==> config.mk <==
export PLATFORM = sky130hd
export DESIGN_NAME = mm_mem_sequencer
export DESIGN_NICKNAME = d
export VERILOG_FILES = /design/src/rtl/mm_pkg.sv /design/src/rtl/mm_addr_gen.sv /design/src/rtl/mm_mem_sequencer.sv
export SDC_FILE = /design/constraint.sdc
export NUM_CORES = 1
export LEC_CHECK = 0
export ABC_CLOCK_PERIOD_IN_PS = 2900
export BUFFER_PORTS_ARGS = -buffer_cell sky130_fd_sc_hd__buf_2
export CAP_MARGIN = 40
export CORE_ASPECT_RATIO = 1.75
export CORE_UTILIZATION = 44
export CTS_BUF_LIST = sky130_fd_sc_hd__clkbuf_4 sky130_fd_sc_hd__clkbuf_8
export DETAILED_ROUTE_END_ITERATION = 8
export GPL_TIMING_DRIVEN = 0
export PLACE_DENSITY = 0.78
export SLEW_MARGIN = 30
export SYNTH_ARGS = -nofsm -noshare
export SYNTH_HDL_FRONTEND = slang
export SYNTH_SLANG_ARGS = --single-unit
==> constraint.sdc <==
create_clock -name clk -period 2.9 [get_ports clk]
set_clock_uncertainty 0.15 [all_clocks]
set_input_delay 0.435 -clock clk [delete_from_list [all_inputs] [get_ports clk]]
set_output_delay 0.435 -clock clk [all_outputs]
set_load 0.005 [all_outputs]
==> src/rtl/mm_pkg.sv <==
// mm_pkg: shared definitions for the matrix multiply accelerator.
//   - default matrix dimension, word and address widths
//   - one-hot state encoding of the memory sequencer
// The controller FSM imports this package for the same widths.
package mm_pkg;

  localparam int MM_N      = 4;
  localparam int MM_DATA_W = 16;
  localparam int MM_ADDR_W = 8;

  typedef enum logic [4:0] {
    ST_IDLE = 5'b00001,
    ST_RD_A = 5'b00010,
    ST_RD_B = 5'b00100,
    ST_WR_C = 5'b01000,
    ST_HOLD = 5'b10000
  } mm_state_e;

endpackage

==> src/rtl/mm_addr_gen.sv <==
// mm_addr_gen: (outer, inner) index counter producing base + outer*N + inner.
// Ports:
//   clk, rst_n   clock, async active-low reset
//   load         start a new sequence at (outer_init, 0) relative to base
//   step         advance inner, carrying into outer
//   single       1: sequence is one row (done at inner == N-1)
//                0: sequence is the whole matrix (done at (N-1, N-1))
//   base         base address latched on load
//   outer_init   starting outer index latched on load
//   outer, inner current indices (registered)
//   addr         address of the current indices (registered)
//   done         current indices are the last of the sequence
module mm_addr_gen
  import mm_pkg::*;
#(
  parameter int N      = MM_N,
  parameter int ADDR_W = MM_ADDR_W,
  localparam int IDX_W = $clog2(N)
) (
  input  logic              clk,
  input  logic              rst_n,
  input  logic              load,
  input  logic              step,
  input  logic              single,
  input  logic [ADDR_W-1:0] base,
  input  logic [IDX_W-1:0]  outer_init,
  output logic [IDX_W-1:0]  outer,
  output logic [IDX_W-1:0]  inner,
  output logic [ADDR_W-1:0] addr,
  output logic              done
);

  logic [ADDR_W-1:0] base_r;
  logic              single_r;
  logic [IDX_W-1:0]  outer_n;
  logic [IDX_W-1:0]  inner_n;
  logic [ADDR_W-1:0] addr_n;

  assign done = (inner == IDX_W'(N - 1)) && (single_r || (outer == IDX_W'(N - 1)));

  always_comb begin
    outer_n = outer;
    inner_n = inner;
    if (load) begin
      outer_n = outer_init;
      inner_n = '0;
    end else if (step) begin
      if (inner == IDX_W'(N - 1)) begin
        inner_n = '0;
        outer_n = outer + 1'b1;
      end else begin
        inner_n = inner + 1'b1;
      end
    end
    // Address is held in a register so mem_addr leaves the block glitch-free.
    addr_n = (load ? base : base_r) + ADDR_W'(outer_n) * ADDR_W'(N) + ADDR_W'(inner_n);
  end

  always_ff @(posedge clk or negedge rst_n) begin
    if (!rst_n) begin
      base_r   <= '0;
      single_r <= 1'b0;
      outer    <= '0;
      inner    <= '0;
      addr     <= '0;
    end else begin
      if (load) begin
        base_r   <= base;
        single_r <= single;
      end
      if (load || step) begin
        outer <= outer_n;
        inner <= inner_n;
        addr  <= addr_n;
      end
    end
  end

endmodule

==> src/rtl/mm_mem_sequencer.sv <==
// mm_mem_sequencer: memory-side sequencer of the matrix multiply accelerator.
// Owns the single-port operand/result SRAM and serves the controller's level
// requests fetch_A (one A row), fetch_B (all of B) and store_C (one C row).
// Ports:
//   clk, rst_n                         clock, async active-low reset
//   start                              job start (IDLE only): clears row_idx, full
//   fetch_A/fetch_B/store_C            level requests
//   fetch_A_ready/fetch_B_ready/
//   store_C_ready                      done flags, held until request drops
//   full, row_idx                      C row bookkeeping
//   mem_en/mem_we/mem_addr/mem_wdata   SRAM command, mem_rdata read data (1-cycle latency)
//   a_valid/a_idx/a_data               A row element k to the row register
//   b_valid/b_row/b_col/b_data         B element to MAC b_col
//   c_idx, c_data                      MAC result mux select and result
//
// state   | meaning
// --------+-------------------------------------------------------------
// IDLE    | waiting for a request; start accepted here only
// RD_A    | issuing N reads of A row row_idx, then draining the last word
// RD_B    | issuing N*N reads of B row-major, then draining the last word
// WR_C    | writing N words of C row row_idx
// HOLD    | ready asserted until its request drops
module mm_mem_sequencer
  import mm_pkg::*;
#(
  parameter int N      = MM_N,
  parameter int DATA_W = MM_DATA_W,
  parameter int ADDR_W = MM_ADDR_W,
  parameter int A_BASE = 0,
  parameter int B_BASE = 16,
  parameter int C_BASE = 32,
  localparam int IDX_W = $clog2(N)
) (
  input  logic              clk,
  input  logic              rst_n,
  input  logic              start,
  input  logic              fetch_A,
  input  logic              fetch_B,
  input  logic              store_C,
  output logic              fetch_A_ready,
  output logic              fetch_B_ready,
  output logic              store_C_ready,
  output logic              full,
  output logic [IDX_W-1:0]  row_idx,
  output logic              mem_en,
  output logic              mem_we,
  output logic [ADDR_W-1:0] mem_addr,
  output logic [DATA_W-1:0] mem_wdata,
  input  logic [DATA_W-1:0] mem_rdata,
  output logic              a_valid,
  output logic [IDX_W-1:0]  a_idx,
  output logic [DATA_W-1:0] a_data,
  output logic              b_valid,
  output logic [IDX_W-1:0]  b_row,
  output logic [IDX_W-1:0]  b_col,
  output logic [DATA_W-1:0] b_data,
  output logic [IDX_W-1:0]  c_idx,
  input  logic [DATA_W-1:0] c_data
);

  localparam longint ADDR_SPAN = longint'(1) << ADDR_W;

  if (N < 2 || A_BASE + N * N > ADDR_SPAN || B_BASE + N * N > ADDR_SPAN ||
      C_BASE + N * N > ADDR_SPAN) begin : g_param_check
    $error("mm_mem_sequencer: N must be >= 2 and A, B, C must fit in ADDR_W bits");
  end

  mm_state_e         state, state_n;
  logic              mem_en_n, mem_we_n;
  logic              fetch_A_ready_n, fetch_B_ready_n, store_C_ready_n;
  logic              full_n;
  logic [IDX_W-1:0]  row_idx_n;
  logic [IDX_W-1:0]  row_base;

  logic              gen_load, gen_step, gen_single, gen_done;
  logic [ADDR_W-1:0] gen_base, gen_addr;
  logic [IDX_W-1:0]  gen_outer_init, gen_outer, gen_inner;

  mm_addr_gen #(.N(N), .ADDR_W(ADDR_W)) u_addr_gen (
    .clk        (clk),
    .rst_n      (rst_n),
    .load       (gen_load),
    .step       (gen_step),
    .single     (gen_single),
    .base       (gen_base),
    .outer_init (gen_outer_init),
    .outer      (gen_outer),
    .inner      (gen_inner),
    .addr       (gen_addr),
    .done       (gen_done)
  );

  assign mem_addr  = gen_addr;
  assign c_idx     = gen_inner;
  assign mem_wdata = c_data;

  // The SRAM output register is the pipeline stage for read data; only the
  // valid/index shadow is registered here, qualified so idle data reads 0.
  assign a_data = a_valid ? mem_rdata : '0;
  assign b_data = b_valid ? mem_rdata : '0;

  always_comb begin
    state_n         = state;
    mem_en_n        = 1'b0;
    mem_we_n        = 1'b0;
    fetch_A_ready_n = fetch_A_ready;
    fetch_B_ready_n = fetch_B_ready;
    store_C_ready_n = store_C_ready;
    full_n          = full;
    row_idx_n       = row_idx;
    gen_load        = 1'b0;
    gen_step        = 1'b0;
    gen_single      = 1'b1;
    gen_base        = ADDR_W'(A_BASE);
    row_base        = start ? '0 : row_idx;
    gen_outer_init  = row_base;

    unique case (state)
      ST_IDLE: begin
        if (start) begin
          row_idx_n = '0;
          full_n    = 1'b0;
        end
        if (store_C && !store_C_ready) begin
          state_n  = ST_WR_C;
          gen_load = 1'b1;
          gen_base = ADDR_W'(C_BASE);
          mem_en_n = 1'b1;
          mem_we_n = 1'b1;
        end else if (fetch_A && !fetch_A_ready) begin
          state_n  = ST_RD_A;
          gen_load = 1'b1;
          mem_en_n = 1'b1;
        end else if (fetch_B && !fetch_B_ready) begin
          state_n        = ST_RD_B;
          gen_load       = 1'b1;
          gen_base       = ADDR_W'(B_BASE);
          gen_single     = 1'b0;
          gen_outer_init = '0;
          mem_en_n       = 1'b1;
        end
      end
      ST_RD_A, ST_RD_B: begin
        if (mem_en) begin
          gen_step = !gen_done;
          mem_en_n = !gen_done;
        end else begin
          // Issue phase over; this cycle carries the last read word.
          state_n = ST_HOLD;
          if (state == ST_RD_A) fetch_A_ready_n = 1'b1;
          else                  fetch_B_ready_n = 1'b1;
        end
      end
      ST_WR_C: begin
        if (!gen_done) begin
          gen_step = 1'b1;
          mem_en_n = 1'b1;
          mem_we_n = 1'b1;
        end else begin
          state_n         = ST_HOLD;
          store_C_ready_n = 1'b1;
          if (row_idx == IDX_W'(N - 1)) begin
            row_idx_n = '0;
            full_n    = 1'b1;
          end else begin
            row_idx_n = row_idx + 1'b1;
          end
        end
      end
      ST_HOLD: begin
        if ((fetch_A_ready && !fetch_A) || (fetch_B_ready && !fetch_B) ||
            (store_C_ready && !store_C)) begin
          state_n         = ST_IDLE;
          fetch_A_ready_n = 1'b0;
          fetch_B_ready_n = 1'b0;
          store_C_ready_n = 1'b0;
        end
      end
      default: state_n = ST_IDLE;
    endcase
  end

  always_ff @(posedge clk or negedge rst_n) begin
    if (!rst_n) begin
      state         <= ST_IDLE;
      mem_en        <= 1'b0;
      mem_we        <= 1'b0;
      fetch_A_ready <= 1'b0;
      fetch_B_ready <= 1'b0;
      store_C_ready <= 1'b0;
      full          <= 1'b0;
      row_idx       <= '0;
      a_valid       <= 1'b0;
      a_idx         <= '0;
      b_valid       <= 1'b0;
      b_row         <= '0;
      b_col         <= '0;
    end else begin
      state         <= state_n;
      mem_en        <= mem_en_n;
      mem_we        <= mem_we_n;
      fetch_A_ready <= fetch_A_ready_n;
      fetch_B_ready <= fetch_B_ready_n;
      store_C_ready <= store_C_ready_n;
      full          <= full_n;
      row_idx       <= row_idx_n;
      a_valid       <= (state == ST_RD_A) && mem_en;
      b_valid       <= (state == ST_RD_B) && mem_en;
      if ((state == ST_RD_A) && mem_en) a_idx <= gen_inner;
      if ((state == ST_RD_B) && mem_en) begin
        b_row <= gen_outer;
        b_col <= gen_inner;
      end
    end
  end

endmodule
# After elaboration in Yosys (flattened, before gate mapping)
# Index checks and enable logic that the tools add are counted.
[word_totals]
output_inout_bits = 74
elab_cells = 124
reg_bits = 42
inputBits = 38
[op_classes]
n_mux = 55
reduce_logical = 30
addsub = 5
n_eq_ne = 16
[ops]
columns = ["op", "count"]
rows = [
  ["$mux W5", 8],
  ["$mux W16", 2],
  ["$mux W2", 13],
  ["$mux W1", 20],
  ["$pmux W5 S4", 1],
  ["$reduce_and A4 Y1", 4],
  ["$ne A2 B2 Y1 const B", 7],
  ["$mux W6", 2],
  ["$pmux W1 S2", 6],
  ["$logic_and A1 B1 Y1", 9],
  ["$add A8 B2 Y8", 1],
  ["$add A8 B4 Y8", 1],
  ["$mux W8", 1],
  ["$logic_not A1 Y1", 7],
  ["$add A2 B1 Y2 const B", 3],
  ["$eq A2 B2 Y1 const B", 3],
  ["$reduce_bool A2 Y1", 3],
  ["$eq A5 B1 Y1 const B", 1],
  ["$eq A5 B2 Y1 const B", 1],
  ["$eq A5 B3 Y1 const B", 1],
  ["$eq A5 B4 Y1 const B", 1],
  ["$eq A5 B5 Y1 const B", 1],
  ["$logic_or A1 B1 Y1", 4],
  ["$ne A4 B4 Y1 const B", 1],
  ["other kinds (5)", 5],
]

# Longest topological paths before layout
# Gate-level depths: netlist (run 1).
[depth]
word_depth = 10
ltp_mapped = 14
mapped_depth_nobuf = 13

# By module
# A second synthesis (run 1) with hierarchy kept.
[hier_totals]
cells_unflattened = 240
area_unflattened_um2 = 2467.4
[modules_own_cells]
columns = ["module", "cells_each", "area_each_um2", "instances", "seq_area_each_um2"]
rows = [
  ["mm_mem_sequencer", 148, 1386.3, 1, 526.8],
  ["mm_addr_gen", 92, 1081.0, 1, 525.5],
]

# Least setup slack after synthesis (run 1)
# OpenSTA, ideal clock, no wires.
[synth_path]
kind = "reg-to-reg"
startpoint = "register u_addr_gen.outer[0]"
endpoint = "register u_addr_gen.addr[7]"
setup_time_ns = 0.125
stages_incl_launch_ff = 12
required_time_ns = 2.625
t_arrival_ns = 2.857
n_path_buf = 0
path_slack_ns = -0.231
cell_sequence = "dfrtp_1 > ha_1 > o21ai_0 > o311ai_4 > or2_1 > xnor2_1 > a32o_1 > ha_1 > a21oi_1 > a2111oi_2 > a311o_1 > nand3_1"
[synth_via]
elab_chain_len = 10
word_cells_on_any_way = 16
classes_between = "3 x add/sub; 1 x eq/ne; 8 x mux; 4 x reduce/logical"
[synth_rtl]
columns = ["item", "line", "source"]
rows = [
  ["start, declared", "mm_addr_gen.sv:27", "output logic [IDX_W-1:0] outer,"],
  ["start signal, assigned", "mm_addr_gen.sv:72", "outer <= outer_n;"],
  ["$eq A2 B2 Y1", "mm_addr_gen.sv:39", "assign done = (inner == IDX_W'(N - 1)) && (single_r || (outer == IDX_W'(N - 1)));"],
  ["$logic_or A1 B1 Y1", "mm_addr_gen.sv:39", ""],
  ["$logic_and A1 B1 Y1", "mm_addr_gen.sv:39", ""],
  ["$logic_not A1 Y1", "--", ""],
  ["$mux W1", "mm_mem_sequencer.sv:144", "if (mem_en) begin"],
  ["$pmux W1 S2", "mm_mem_sequencer.sv:118", "unique case (state)"],
  ["$mux W2 (*)", "mm_addr_gen.sv:47", "end else if (step) begin"],
  ["$mux W2 (*)", "mm_addr_gen.sv:44", "if (load) begin"],
  ["net u_addr_gen.outer_n[0]", "mm_addr_gen.sv:35", "logic [IDX_W-1:0] outer_n;"],
  ["$add A8 B4 Y8 (*)", "mm_addr_gen.sv:56", "addr_n = (load ? base : base_r) + ADDR_W'(outer_n) * ADDR_W'(N) + ADDR_W'(inner_n);"],
  ["$add A8 B2 Y8 (*)", "mm_addr_gen.sv:56", ""],
  ["end signal, assigned", "mm_addr_gen.sv:74", "addr <= addr_n;"],
  ["end, declared", "mm_addr_gen.sv:29", "output logic [ADDR_W-1:0] addr,"],
]
# Mark *: on every way through the listed nets, which the timed path passes. The rest lies on a longest branch.
# A chain may end at the register's enable or synchronous reset.

# Worst setup path after layout (run 1)
[layout_path]
startpoint = "register state[3]"
endpoint = "register u_addr_gen.addr[6]"
[layout_via]
word_cells_on_any_way = 17
classes_between = "2 x add/sub; 4 x eq/ne; 9 x mux; 2 x reduce/logical"
[layout_rtl]
columns = ["item", "line", "source"]
rows = [
  ["start, declared", "mm_mem_sequencer.sv:68", "mm_state_e state, state_n;"],
  ["start signal, assigned", "mm_mem_sequencer.sv:199", "state <= state_n;"],
  ["$eq A5 B2 Y1 or $eq A5 B3 Y1 (tied branches)", "mm_mem_sequencer.sv:118", ""],
  ["$reduce_or A2 Y1", "mm_mem_sequencer.sv:118", ""],
  ["$pmux W1 S2", "mm_mem_sequencer.sv:118", ""],
  ["$mux W2", "mm_addr_gen.sv:47", ""],
  ["$mux W2 (*)", "mm_addr_gen.sv:44", ""],
  ["net u_addr_gen.inner_n[0]", "mm_addr_gen.sv:36", "logic [IDX_W-1:0] inner_n;"],
  ["$add A8 B2 Y8 (*)", "mm_addr_gen.sv:56", ""],
]
# Marked as above.

==> results of run 1 <==
[cell families (layout without fill, tap and decap cells)]
kind of cell / Yosys count / count (layout) / share of synthesized area (%)
compound gates: 47 / 47 / 14.95
xor+xnor: 7 / 7 / 2.434
fa+ha+maj: 8 / 8 / 4.272
buf+inv: 40 / 167 / 9.289
flops: 42 / 42 / 41.78
mux: 4 / 4 / 1.739
simple gates: 119 / 119 / 25.53
[worst paths after layout]
path | start | end | slack (ns) | depth (start not counted)
setup / recovery | state[3] | u_addr_gen.addr[6] | -0.21 | 13
hold / removal | start | row_idx[1] | 0.21 | 2
setup reg to reg | state[3] | u_addr_gen.addr[6] | -0.21 | 13
hold reg to reg | b_row[0] | b_row[0] | 0.33 | 2
max in group asynchronous | rst_n | mem_en | 1.68 | 3
min in group asynchronous | rst_n | b_col[0] | 0.43 | 2
[cell type report]
type,count,area [µm²],share of cell area [%]
inverters,16,60.06,1.670
multi-input cells,185,1373,38.17
flip-flops and latches,42,1055,29.33
clock buffers,6,82.58,2.296
repair buffers,120,690.7,19.21
well taps,76,95.09,2.644
clock inverters,2,60.06,1.670
plain buffers,23,180.2,5.010
[what timing repair did]
| item | CTS | global route |
|---|---|---|
| hold buffers | 1 | 0 |
| pin swaps | 15 | 13 |
| gates resized for setup | 20 | 9 |
| hold endpoints to repair | 13 | 0 |
| setup endpoints to repair | 5 | 5 |
| setup buffers | 18 | 5 |
[flip-flops by register name (all words and copies together) (netlist names)]
| signal | count |
|---|---|
| store_C_ready | 1 |
| row_idx | 2 |
| a_valid | 1 |
| state | 5 |
| full | 1 |
| mem_we | 1 |
| mem_en | 1 |
| b_valid | 1 |
| fetch_A_ready | 1 |
| u_addr_gen.base_r | 8 |
| a_idx | 2 |
| fetch_B_ready | 1 |
| u_addr_gen.outer | 2 |
| u_addr_gen.addr | 8 |
| b_col | 2 |
| b_row | 2 |
| u_addr_gen.single_r | 1 |
| u_addr_gen.inner | 2 |
[through the flow]
stage | utilization [%] | hold slack, ns | cells | area, µm² | total power [mW]
2_1_floorplan | - | -0.01059 | 267 | 2550 | 1.660
3_3_place_gp | 56.32 | 0.3065 | 438 | 3120 | 1.985
3_5_place_dp | 56.68 | 0.2175 | 439 | 3141 | 2.013
4_1_cts | 63.60 | 0.1857 | 466 | 3523 | 2.796
5_1_grt | 64.91 | 0.2140 | 470 | 3596 | 3.067
6_report | 64.91 | 0.2149 | 470 | 3596 | 2.882
[power breakdown]
part	switching, mW	internal, mW
Combinational	0.733	0.690
Sequential	0.139	0.750
Clock	0.204	0.367
Total	1.08	1.81
[cells in the final DEF, fill, tap and decap left out, types with 4 or more instances in the layout]
cell	synthesis	layout
inv_1	16	15
a21o_1	4	4
buf_2	1	95
nor2b_1	6	4
buf_6	2	4
xor2_1	4	4
clkbuf_8	0	6
and2_1	37	36
o21ai_0	9	7
dfrtp_1	41	39
buf_4	18	38
nand2b_1	5	5
nand2_1	37	37
nor2_1	13	11
o21ai_1	4	4
nand3_1	9	9
[metal layers]
| layer | vias to the layer above | part of all wire, % |
|---|---|---|
| li1 | 1133 | - |
| met5 | - | 0 |
| met4 | 0 | 2.8 |
| met2 | 93 | 57 |
| met3 | 13 | 4.7 |
| met1 | 1086 | 35 |
==> flow_summary.toml, run 1 <==
[outcome]
status = "finished, violations left"
failed_checks = "negative setup slack"

[routing]
drt_iter0_drc = 57
drt_wl_total_mm = 6.643
ant_nets = 0
drc = 0
dr.pass1.iters = 4
vias = 2325
viasPerCell = 4.947
wire_per_inst_um = 14.13

[synth]
synth_top_area_share_pct = 40.74
avgSynthCellArea_um2 = 9.433
synthCells = 267
yosysWarningCount = 0
syn-cell-area_um2 = 2519
synth_commonest_cells = "41 x dfrtp_1, 37 x and2_1, 37 x nand2_1"
synth_area_leaders = "dfrtp_1 41%, and2_1 9.2%, nand2_1 5.5%"
yosysTopAreaCell = "dfrtp_1"
synth.ff_latch_count = 42
yosys_most_used_dff = "dfrtp_1"
synth_most_common_cell = "dfrtp_1"
synth-edff-count = 0
async_flop_share_pct = 100.0
synth-seq-area-share_pct = 41.78
syn-num-nets = 313
synth_cell_types = 52

[floorplan]
core-area_um2 = 5540
ioPinCount = 112
row_count = 36
start_util_pct = 45.46
dieHeight_um = 102.1
dieWidth_um = 59.19
die_area_um2 = 6042

[clock_network]
clockRootBuffer = "clkbuf_8"
clkSinkCount = 42
cts_buffers = 5
cts_buffer_depth = 2
clk_pin_slew_worst_paths_ns = 0.08
htreeDepth = 2
worstSkewPairLatency_ns = 0.30
cts_tree = "yes"

[critical_path]
crit_buf_inv = 2
worst-setup-path-type = "reg -> reg"
worstPathArrival_ns = 3.14
path_delay_family = "compound AO/OA/AOI/OAI gates"
max_stage_delay_ns = 0.41
cpMaxStageDelayCell = "o311ai_4"
worst-path-max-fanout = 4
crit_chain = "buf_6, and4bb_1, o311ai_4, and2_4, mux2_4, ha_4, inv_2, fa_2, nor2b_2, o21ai_2, a211oi_2, a21o_1, a31oi_1"
startpoint_type = "flop"
cp.required_ns = 2.93
cp-end-kind = "flop"

[sta]
tns_ns = -0.5646
fin_ws_ns = -0.2066
drv_slew = 0
fmax_ghz = 0.3219
slew_headroom_pct = 63.35
post-route-period-util_pct = 107.1
setup_viol = 4
final-hold-violation-count = 0
worstMarginPinSlew_ns = 0.5471
rsz0062_at_grt = "true"
period_needed_ns = 3.107

[global_route]
grt_pass1_wl_mm = 10.05
overflow = 0
grt_use_met1_pct = 20.42
grt.met3_usage_pct = 4.051
grt.met2_usage_pct = 44.86
grt_max_degree = 29
track_usage_pct = 22.67
busiest_layer = "met2"
grt_pass1_vias = 2232
antenna_found_initial = 0

[placement]
gp_congestion = 0.9126
dp_hpwl_mm = 5.001
pre_cts_slack_ns = -0.4884
numPortBuffers = 95

[power_and_ir_drop]
irDropWorstVdd_mv = 0.8039
leakagePower_nw = 1.957
powerDensity_nw_per_um2 = 801.6

[layout]
layout-drive-gt1-share_pct = 46.19
syn_to_final_growth_pct = 42.77
num-nets-final = 439
n_antenna_cell = 0
nFillCells = 470

[worst_hold_path]
hold_path.class = "in -> reg"

[flow_run]
max_cap_viol_count = 0
(Power assumes the default switching activity.)
==> inputs of run 2 (changes only) <==
- ABC_CLOCK_PERIOD_IN_PS: 2900 -> 3500
- CORE_UTILIZATION: 44 -> 49
- PLACE_DENSITY: 0.78 -> 0.83
- clock period: 2.9 -> 3.5 ns (I/O delays scaled with it)
==> flow_summary.toml, run 2 (same netlist as run 1, synthesis figures left out) <==
[outcome]
status = "finished, final reports clean"

[layout]
reg_top3 = "u_addr_gen.addr (8), u_addr_gen.base_r (8), state (5)"
n_antenna_cell = 0
num-nets-final = 419
postLayoutCellArea_um2 = 3223
syn_to_final_growth_pct = 27.97
layout_commonest_cell = "buf_2"
layout-drive-gt1-share_pct = 37.97
layout_common_cells = "96 x buf_2, 41 x dfrtp_1, 37 x nand2_1, 37 x and2_1, 20 x buf_4"

[critical_path]
worst-setup-path-type = "reg -> reg"
r2r_cells = 13
rrSetupSlack_ns = 0.14
worstPathArrival_ns = 3.43
cp-end-kind = "flop"
r2r-end = "u_addr_gen.addr[6]"
worst-path-max-fanout = 6
cp.required_ns = 3.57
r2r_start = "u_addr_gen.inner[0]"
startpoint_type = "flop"

[routing]
viasPerCell = 5.364
drt_iter0_drc = 65
drt_wl_total_mm = 6.235
drc = 0
wire_per_inst_um = 14.57
vias = 2296
ant_nets = 0
dr.pass1.iters = 4

[floorplan]
dieWidth_um = 56.20
dieHeight_um = 96.85
ioPinCount = 112
start_util_pct = 51.04
row_count = 34
core-area_um2 = 4935
die_area_um2 = 5442

[clock_network]
clkSinkCount = 42
htreeDepth = 2
cts_buffers = 5
cts_buffer_depth = 2
clk_pin_slew_worst_paths_ns = 0.08
cts_tree = "yes"
clockRootBuffer = "clkbuf_8"
worstSkewPairLatency_ns = 0.30

[sta]
worstMarginPinSlew_ns = 0.5180
post-route-period-util_pct = 95.96
final-hold-violation-count = 0
fin_ws_ns = 0.1413
period_needed_ns = 3.359
slew_headroom_pct = 65.30
fmax_ghz = 0.2977
setup_viol = 0
drv_slew = 0

[placement]
pre_cts_slack_ns = -0.1420
dp_hpwl_mm = 4.952
gp_congestion = 0.8436
dpl-instance-area_um2 = 3082
numPortBuffers = 95

[global_route]
antenna_found_initial = 0
grt_max_degree = 29
overflow = 0
track_usage_pct = 23.13
grt_pass1_vias = 2163
grt.met2_usage_pct = 47.16
grt.met3_usage_pct = 3.075
grt_pass1_wl_mm = 9.784
grt_use_met1_pct = 20.69
busiest_layer = "met2"

[worst_hold_path]
hold_path.class = "in -> reg"
min_to = "row_idx[1]"
whs_path_depth = 2
min-delay-start = "start"

[power_and_ir_drop]
powerDensity_nw_per_um2 = 613.3
leakagePower_nw = 1.810
irDropWorstVdd_mv = 0.5545

[flow_run]
max_cap_viol_count = 0
[run 2: cell types whose count changed in the layout (fill, tap and decap cells not counted), sizes merged]
| cell | delta |
|---|---|
| clkinvlp | +2 |
| inv | +1 |
| buf | -20 |
| clkbuf | -1 |
| bufinv | -2 |
[run 2: where the power goes]
group / internal, mW / switching (mW) / leakage (nW) / total [mW]
combinational: 0.402 / 0.527 / 1.22 / 0.929
clock: 0.143 / 0.181 / 0.0408 / 0.323
sequential: 0.619 / 0.105 / 0.554 / 0.724
total: 1.16 / 0.813 / 1.81 / 1.98
[run 2: critical path: stages (launching register included)]
cell and delay, ns:
dfrtp_1 0.46, ha_1 0.31, o21ai_2 0.13, o311ai_4 0.16
buf_4 0.18, or2_1 0.26, xnor2_1 0.16, a32o_1 0.21
ha_1 0.31, nor2b_1 0.14, o21ai_0 0.30, a211oi_2 0.16
a21o_1 0.21, a31oi_1 0.15
[run 2: timing repair]
action                     CTS  global route
hold endpoints to repair    14             0
setup endpoints to repair    2             4
hold buffers                 1             0
pin swaps                    1             2
gates resized for setup      2             3
setup buffers                2             0
[run 2: worst max-delay path by stage]
stage                                     to                start  slack, ns
after global placement    u_addr_gen.addr[6]              store_C      -0.06
final                     u_addr_gen.addr[6]  u_addr_gen.inner[0]       0.14
after global routing      u_addr_gen.addr[6]  u_addr_gen.outer[0]      -0.01
after CTS                 u_addr_gen.addr[7]  u_addr_gen.inner[0]       0.03
after floorplan           u_addr_gen.addr[7]  u_addr_gen.outer[0]       0.37
after detailed placement  u_addr_gen.addr[6]              store_C      -0.14
[run 2: layout make-up]
| class | count | area [µm²] |
|---|---|---|
| multi-input combinational | 185 | 1256 |
| tap | 54 | 67.56 |
| buffer | 24 | 173.9 |
| inverter | 16 | 60.06 |
| sequential | 42 | 1052 |
| fill | 413 | 1712 |
| timing repair buffer | 99 | 520.5 |
| clock inverter | 3 | 23.77 |
| clock buffer | 5 | 68.82 |
[run 2: stage by stage]
step | utilization, % | TNS [ns] | power (mW) | cells | hold slack [ns]
floorplan | - | 0 | 1.349 | 267 | 0.07941
global placement | 62.04 | -0.06365 | 1.606 | 416 | 0.3055
finish | 65.31 | 0 | 1.977 | 428 | 0.2986
detailed placement | 62.45 | -0.1420 | 1.632 | 417 | 0.2994
CTS | 64.93 | 0 | 1.974 | 428 | 0.2955
global route | 65.31 | -0.01329 | 2.106 | 428 | 0.3021
[run 2: metal layers]
metal,vias up,wire (µm)
met1,1072,1976
li1,1101,-
met4,0,211
met5,-,0
met3,15,381
met2,108,3666
==> inputs of run 3 (changes only) <==
- ABC_AREA: default -> 1
- ABC_CLOCK_PERIOD_IN_PS: 3500 -> 3200
- RECOVER_POWER: default -> 100
- clock period: 3.5 -> 3.2 ns (I/O delays scaled with it)
==> flow_summary.toml, run 3 <==
[critical_path]
rrSetupSlack_ns = 0.22
r2r_cells = 17
worst-setup-path-type = "reg -> reg"
startpoint_type = "flop"
crit_chain = "ha_2, o21ai_1, nand2_2, nand2_4, nor2_4, inv_2, buf_6, o21ai_1, ha_1, inv_1, fa_1, nor2_1, a211oi_2, inv_1, nand3_1, nand3_1, nand2_1"
cp.required_ns = 3.24
cpMaxStageDelayCell = "fa_1"
cp-end-kind = "flop"
worstPathArrival_ns = 3.02
max_stage_delay_ns = 0.41
worst-path-max-fanout = 10

[layout]
syn_to_final_growth_pct = 25.37
postLayoutCellArea_um2 = 3092
nFillCells = 433
n_antenna_cell = 0
reg_top3 = "u_addr_gen.addr (8), u_addr_gen.base_r (8), state (5)"
layout_commonest_cell = "nand2_1"
layout_common_cells = "93 x nand2_1, 82 x buf_2, 67 x inv_1"
layout-drive-gt1-share_pct = 29.86
num-nets-final = 477
post-route-util_pct = 65.11

[placement]
gp_congestion = 0.8146
numPortBuffers = 95
dp_hpwl_mm = 4.807
dpl-instance-area_um2 = 3034

[floorplan]
core-area_um2 = 4748
dieHeight_um = 95.85
ioPinCount = 112
row_count = 33
die_area_um2 = 5331
start_util_pct = 51.94
dieWidth_um = 55.63

[clock_network]
htreeDepth = 2
cts_tree = "yes"
cts_buffers = 5
clkSinkCount = 42
clk_pin_slew_worst_paths_ns = 0.08
worstSkewPairLatency_ns = 0.30
clockRootBuffer = "clkbuf_8"
cts_buffer_depth = 2

[power_and_ir_drop]
irDropWorstVdd_mv = 0.5641
powerDensity_nw_per_um2 = 717.6
clockPowerShare_pct = 15.6
power_frac_seq_pct = 36.0
swShare_pct = 43.04
comb_power_share_pct = 48.4
switchingPower_mw = 0.9548
intPower_mw = 1.264
leakagePower_nw = 2.045

[routing]
drt_wl_total_mm = 5.831
vias = 2324
ant_nets = 0
drt_iter0_drc = 60
drc = 0
wire_per_inst_um = 12.05
dr.pass1.iters = 4
viasPerCell = 4.802

[synth]
synth.ff_latch_count = 42
synth_commonest_cells = "90 x nand2_1, 67 x inv_1, 41 x dfrtp_1"
synth-seq-area-share_pct = 42.67
avgSynthCellArea_um2 = 7.542
synth_most_common_cell = "nand2_1"
synthCells = 327
yosys_most_used_dff = "dfrtp_1"
yosysTopAreaCell = "dfrtp_1"
syn-cell-area_um2 = 2466
yosysWarningCount = 0
async_flop_share_pct = 100.0
synth-edff-count = 0
synth_area_leaders = "dfrtp_1 42%, nand2_1 14%, inv_1 10%"
synth_cell_types = 33
synth_top_area_share_pct = 41.60
syn-num-nets = 373

[outcome]
status = "finished, final reports clean"

[sta]
final-hold-violation-count = 0
holdWs_ns = 0.3319
post-route-period-util_pct = 93.03
rsz0062_at_grt = "false"
drv_slew = 0
slew_headroom_pct = 19.90
period_needed_ns = 2.977
fmax_ghz = 0.3359
setup_viol = 0
worstMarginPinSlew_ns = 1.202

[global_route]
grt_pass1_wl_mm = 9.494
overflow = 0
grt_pass1_vias = 2185
antenna_found_initial = 0
grt_max_degree = 24
track_usage_pct = 22.87

[worst_hold_path]
hold_path.class = "reg -> reg"
whs_path_depth = 2

[flow_run]
max_cap_viol_count = 0
run 3: changes by cell type in the layout (fill, tap and decap cells not counted), sizes merged, moves of 6 or more:
| cell | before | now |
|---|---|---|
| inv | 17 | 71 |
| buf | 119 | 88 |
| clkbuf | 8 | 36 |
| o21ai | 13 | 24 |
| and2 | 37 | 0 |
| nand2 | 37 | 98 |
| nor2b | 6 | 0 |
run 3: worst paths after layout:
| kind | start | to |
|---|---|---|
| max reg2reg | u_addr_gen.inner[0] | u_addr_gen.addr[6] |
| min reg2reg | u_addr_gen.addr[0] | u_addr_gen.addr[0] |
| max | u_addr_gen.inner[0] | u_addr_gen.addr[6] |
| max in group asynchronous | rst_n | b_valid |
| min in group asynchronous | rst_n | u_addr_gen.base_r[7] |
| min | u_addr_gen.addr[0] | u_addr_gen.addr[0] |
run 3: critical path, delay by kind of cell, from the launching register on:
kind	cells	cell delay, ns
buffers and inverters	4	0.34
DFF	1	0.40
AOI/OAI and AO/OA	3	0.36
adders and majority gates	3	0.86
and+or+nand+nor	7	0.76
run 3: through the flow:
step / instances / setup TNS [ns] / setup slack (ns) / total power, mW
floorplan: 327 / 0 / 0.4836 / 1.559
global placement: 474 / 0 / 0.03358 / 1.854
detailed placement: 475 / -0.02145 / -0.02145 / 1.897
CTS: 484 / 0 / 0.1117 / 2.253
global route: 484 / 0 / 0.001705 / 2.398
finish: 484 / 0 / 0.2229 / 2.219
run 3: kinds of logic after synthesis:
family / share of synthesized area [%]
adder cells (fa/ha/maj): 4.363
buffers and inverters: 17.05
flip-flops: 42.67
AND/OR/NAND/NOR: 24.76
XOR/XNOR: 1.421
multiplexers: 0.4059
AO/OA/AOI/OAI: 9.335
run 3: what timing repair did:
| action | in CTS | in global routing |
|---|---|---|
| hold endpoints to repair | 10 | 0 |
| buffers inserted | 0 | 0 |
| endpoints found under the setup margin | 1 | 1 |
| gates cloned | 0 | 0 |
| resized for setup | 1 | 2 |
| hold buffers | 1 | 0 |
run 3: power groups by stage:
stage                     Clock, mW  Sequential (mW)  Combinational, mW
after floorplan                   0            0.800              0.759
after global placement            0            0.798               1.06
after detailed placement          0            0.806               1.09
after CTS                     0.351            0.798               1.10
after global routing          0.372            0.818               1.21
final                         0.345            0.799               1.07
run 3: layout make-up:
cell class	instances	area, µm²	share of cell area [%]
inverters	71	266.5	8.620
flip-flops and latches	42	1052	34.03
clock inverters	2	13.76	0.4452
multi-input cells	192	991.0	32.05
clock buffers	6	76.32	2.469
plain buffers	22	153.9	4.978
well taps	52	65.06	2.104
repair buffers	97	473.0	15.30
run 3: routing by layer:
metal | global-route usage [%] | part of all wire [%] | up-vias
li1 | - | - | 1182
met1 | 20.44 | 33 | 1030
met2 | 47.89 | 58 | 100
met3 | 4.167 | 6.2 | 12
met4 | 10.42 | 2.5 | 0
met5 | 0 | 0 | -
